File: config.mk
export PLATFORM = sky130hd
export DESIGN_NAME = pc_sequencer
export DESIGN_NICKNAME = d
export VERILOG_FILES = /design/src/rtl/pc_seq_pkg.sv /design/src/rtl/pc_next_addr.sv /design/src/rtl/pc_sequencer.sv
export SDC_FILE = /design/constraint.sdc
export NUM_CORES = 1
export LEC_CHECK = 0
export CAP_MARGIN = 0
export CORE_ASPECT_RATIO = 1.1
export CORE_MARGIN = 2
export CORE_UTILIZATION = 30
export CTS_CLUSTER_DIAMETER = 150
export DETAILED_ROUTE_END_ITERATION = 16
export GPL_TIMING_DRIVEN = 0
export PLACE_DENSITY = 0.55
export REMOVE_ABC_BUFFERS = 1
export SETUP_SLACK_MARGIN = 0.4
export SYNTH_ARGS = -nofsm -noshare
export SYNTH_HDL_FRONTEND = slang
export SYNTH_HIERARCHICAL = 1
export SYNTH_SLANG_ARGS = --single-unit
File: constraint.sdc
create_clock -name clk -period 3.7 [get_ports clk]
set_input_delay 0.74 -clock clk [delete_from_list [all_inputs] [get_ports clk]]
set_output_delay 0.74 -clock clk [all_outputs]
set_load 0.01 [all_outputs]
File: src/rtl/pc_seq_pkg.sv
// rtl/pc_seq_pkg.sv - shared state encodings and default widths for the program-counter sequencer
package pc_seq_pkg;

    localparam int ADDR_W_DEF = 3;
    localparam int CNT_W_DEF  = 8;

    // Encodings 6 and 7 are unused and recover to IDLE.
    typedef enum logic [2:0] {
        ST_IDLE   = 3'd0,
        ST_FETCH  = 3'd1,
        ST_DECODE = 3'd2,
        ST_EXEC   = 3'd3,
        ST_WB     = 3'd4,
        ST_HALT   = 3'd5
    } state_t;

endpackage

File: src/rtl/pc_next_addr.sv
// rtl/pc_next_addr.sv - combinational next-instruction-address select (jump > branch > increment)
module pc_next_addr
    import pc_seq_pkg::*;
#(
    parameter int ADDR_W = ADDR_W_DEF
) (
    input  logic [ADDR_W-1:0] read_addr,
    input  logic              jump,
    input  logic              branch,
    input  logic              zero_flag,
    input  logic [ADDR_W-1:0] target,
    output logic [ADDR_W-1:0] next_addr
);

    // Adding the ADDR_W-bit offset modulo 2**ADDR_W is the same as adding it sign-extended.
    always_comb begin
        next_addr = read_addr + ADDR_W'(1);
        if (jump) begin
            next_addr = target;
        end else if (branch && zero_flag) begin
            next_addr = read_addr + target;
        end
    end

endmodule

File: src/rtl/pc_sequencer.sv
// rtl/pc_sequencer.sv - FETCH/DECODE/EXEC/WB sequencer owning the instruction address and retire counter
module pc_sequencer
    import pc_seq_pkg::*;
#(
    parameter int ADDR_W = ADDR_W_DEF,
    parameter int CNT_W  = CNT_W_DEF
) (
    input  logic              clk,
    input  logic              reset,
    input  logic              start,
    input  logic              stall,
    input  logic              jump,
    input  logic              branch,
    input  logic              zero_flag,
    input  logic [ADDR_W-1:0] target,
    input  logic              halt_req,
    output logic [ADDR_W-1:0] read_addr,
    output logic              fetch_en,
    output logic              decode_en,
    output logic              exec_en,
    output logic              wb_en,
    output logic              halted,
    output logic [2:0]        state,
    output logic [CNT_W-1:0]  retired
);

    state_t            state_q;
    state_t            state_d;
    logic [ADDR_W-1:0] addr_q;
    logic [ADDR_W-1:0] addr_next;
    logic [CNT_W-1:0]  retired_q;

    pc_next_addr #(
        .ADDR_W(ADDR_W)
    ) u_next_addr (
        .read_addr(addr_q),
        .jump     (jump),
        .branch   (branch),
        .zero_flag(zero_flag),
        .target   (target),
        .next_addr(addr_next)
    );

    // State register; falling edge to line up with instruction-address timing.
    always_ff @(negedge clk or negedge reset) begin
        if (!reset) begin
            state_q <= ST_IDLE;
        end else begin
            state_q <= state_d;
        end
    end

    // Next-state decode; stall only matters in FETCH and EXEC, halt_req only in DECODE.
    always_comb begin
        state_d = ST_IDLE;
        case (state_q)
            ST_IDLE:   state_d = start ? ST_FETCH : ST_IDLE;
            ST_FETCH:  state_d = stall ? ST_FETCH : ST_DECODE;
            ST_DECODE: state_d = halt_req ? ST_HALT : ST_EXEC;
            ST_EXEC:   state_d = stall ? ST_EXEC : ST_WB;
            ST_WB:     state_d = ST_FETCH;
            ST_HALT:   state_d = start ? ST_FETCH : ST_HALT;
            default:   state_d = ST_IDLE;
        endcase
    end

    // Address and retire counter advance only on the WB -> FETCH edge; the counter saturates.
    always_ff @(negedge clk or negedge reset) begin
        if (!reset) begin
            addr_q    <= '0;
            retired_q <= '0;
        end else if (state_q == ST_WB) begin
            addr_q <= addr_next;
            if (retired_q != {CNT_W{1'b1}}) begin
                retired_q <= retired_q + CNT_W'(1);
            end
        end
    end

    assign read_addr = addr_q;
    assign retired   = retired_q;
    assign state     = state_q;
    assign fetch_en  = (state_q == ST_FETCH);
    assign decode_en = (state_q == ST_DECODE);
    assign exec_en   = (state_q == ST_EXEC);
    assign wb_en     = (state_q == ST_WB);
    assign halted    = (state_q == ST_HALT);

endmodule
==> metrics <==
Post-synth top flop dfrtn_1; Synth Cell Area 841 sq um; port bufs 29; Critical Path AT 3.11 ns; synthesized flop and latch total 14; Hold Fails Final Rpt 0; drt first-iter violations 33; crit end category primary output; violated checks setup timing; Worst Clk Skew 0.00585 ns; Max Cap Violations 0; CTS root buffer clkbuf_4; hpwl dp 1.45 mm; WS Path Type register to primary output; via count 864; Crit path max-delay family flip-flops; initial antenna violation count 0; Gate Count Post-Synth 87; sequential-to-total area share from yosys stat 0.417; RSZ-0062 raised after global routing yes; Num CTS Buffers 3; worst-margin pin slew 0.665 ns; drt via density 4.94; die height 59.5 microns; Finished Layout Cells 175; largest net degree at the start of global routing 15; synth unique cells 32; syn avg cell area 9.66 sq um; total grt overflow 0; post-route antenna net violation count 0; async set-reset flop share out of synthesis 1.00; most frequent cells after synthesis dfrtn_1 (14), nand2_1 (14), nor2_1 (7), inv_1 (5); CTS Sinks 14; Slew Limit Fails 0; flop-to-flop setup slack 1.82 ns; slowest CP cell dfrtn_1; Area Growth Syn to Fin 64.6%; DRC errors left 0; final core utilization 0.507; PD cells 668 nW/um^2; core area 2730 sq um; clock latency on the worst-skew pair 0.28 ns; number of synthesized flops with an enable pin 0; Final nets 158; CTS tree done; H-tree levels 1; Worst path max stage delay 0.42 ns; Tightest Hold Check Type register to register; die width 54.5 microns; Worst-path clk slew 0.06 ns; slew margin rel. 0.555; layout cells sized above 1 0.472; post-placement cell count 148; cell taking the most area after synthesis dfrtn_1; Max Fanout on Critical Path 2; drt total wl 2.30 mm; gr usage total 0.153; Initial Util 0.308; required time of the critical path 2.96 ns; CTS max path bufs 2; Leakage 0.689 nW; routed len/inst 13.1 microns; DP Worst Slack -0.799 ns; Final Wtd Congestion 0.715; Die ar. 3240 sq um; 1st-pass router iterations 4; vias in the first global route 848; first-pass GRT wire length 3.57 mm; post-synth top area share 0.417; Finish-stage setup viols 7; worst vdd ir 0.356 mV; min setup slack post-route -0.146 ns; n_diodes 0; Worst Setup Start Kind register; top cells by area, synth dfrtn_1 (42%), nand2_1 (6.3%), mux2_1 (5.4%), nor2_1 (3.1%), ha_1 (3.0%); # IOs 30; crit path buf inv count 2; Yosys warning count 6; outcome finished with violations; crit-path cells or3b_4 -> clkinv_4 -> buf_6; # rows 20
==> worst paths after layout <==
check,startpoint,to,cells past startpoint
min in group asynchronous,reset,retired[5]$_DFFE_NN0P_,1
hold reg to reg,retired[5]$_DFFE_NN0P_,retired[5]$_DFFE_NN0P_,2
hold / removal,retired[5]$_DFFE_NN0P_,retired[5]$_DFFE_NN0P_,2
setup / recovery,state[2]$_DFF_NN0_,wb_en,3
setup reg to reg,read_addr[0]$_DFFE_NN0P_,read_addr[2]$_DFFE_NN0P_,8
max in group asynchronous,reset,state[2]$_DFF_NN0_,1
==> layout make-up <==
| class | instances | area (sq um) |
|---|---|---|
| clock buffers | 3 | 22.5 |
| repair buffers | 53 | 430 |
| inverters | 6 | 27.5 |
| fillers | 283 | 1340 |
| well taps | 33 | 41.3 |
| flip-flops and latches | 14 | 350 |
| multi-input cells | 66 | 512 |
==> worst min-delay path: cells and delay by family (launching register included) <==
kind / cells / cell delay, ns
AO/OA/AOI/OAI: 1 / 0.12
buffers and inverters: 1 / 0.15
flip-flops: 1 / 0.34
==> logic make-up (layout without fill, tap and decap cells) <==
group / after synthesis / count (layout) / synth area share
and+or+nand+nor: 42 / 42 / 0.266
adders and majority gates: 3 / 3 / 0.0536
AOI/OAI and AO/OA: 13 / 13 / 0.118
buffers and inverters: 7 / 62 / 0.0461
xor gates and xnor gates: 2 / 2 / 0.0208
muxes: 6 / 6 / 0.0789
DFF: 14 / 14 / 0.417
==> power by group <==
part | total (mW) | switching [mW] | leakage (nW) | internal (mW)
Sequential | 0.237 | 0.0291 | 0.181 | 0.207
Combinational | 0.602 | 0.286 | 0.494 | 0.316
Clock | 0.0864 | 0.0487 | 0.0138 | 0.0377
==> placed cells by master, fill, tap and decap left out, drive strengths merged, types with 2 or more instances in the layout <==
cell type      synthesis  routed
nor2                   7       7
nand4                  2       2
nand2                 14      14
clkbuf                 0       3
mux2                   5       5
buf                    1      46
nand3                  4       4
and3                   3       3
nor2b                  2       2
clkdlybuf4s50          0       5
inv                    6       5
dfrtn                 14      14
nor3                   2       2
nand2b                 4       4
a21oi                  4       4
a41oi                  2       2
ha                     2       2
==> state kept, by name, indices dropped and copies added, names as in the netlist <==
| name | cells |
|---|---|
| retired | 8 |
| state | 3 |
| read_addr | 3 |
==> repair_timing <==
action | CTS | global route
setup endpoints to repair | 23 | 23
pin swaps | 7 | 9
hold buffers | 0 | 0
resized for setup | 107 | 13
buffers inserted | 21 | 3
==> routing by layer <==
layer,vias up,global-route usage,wire length [microns]
li1,422,-,-
met1,407,0.183,979
met2,33,0.265,1160
met3,2,0.0177,124
met4,0,0.0750,26
met5,-,0,0
==> metrics by stage <==
step	setup TNS (ns)	hold WS (ns)	total power [mW]	area, sq um
floorplan	-0.285	0.446	0.466	830
global placement	-2.80	0.454	0.664	1160
detailed placement	-2.80	0.460	0.669	1160
CTS	-0.693	0.525	0.855	1310
global route	-1.02	0.553	0.994	1380
finish	-0.610	0.528	0.925	1380
(Power assumes the default switching activity.)
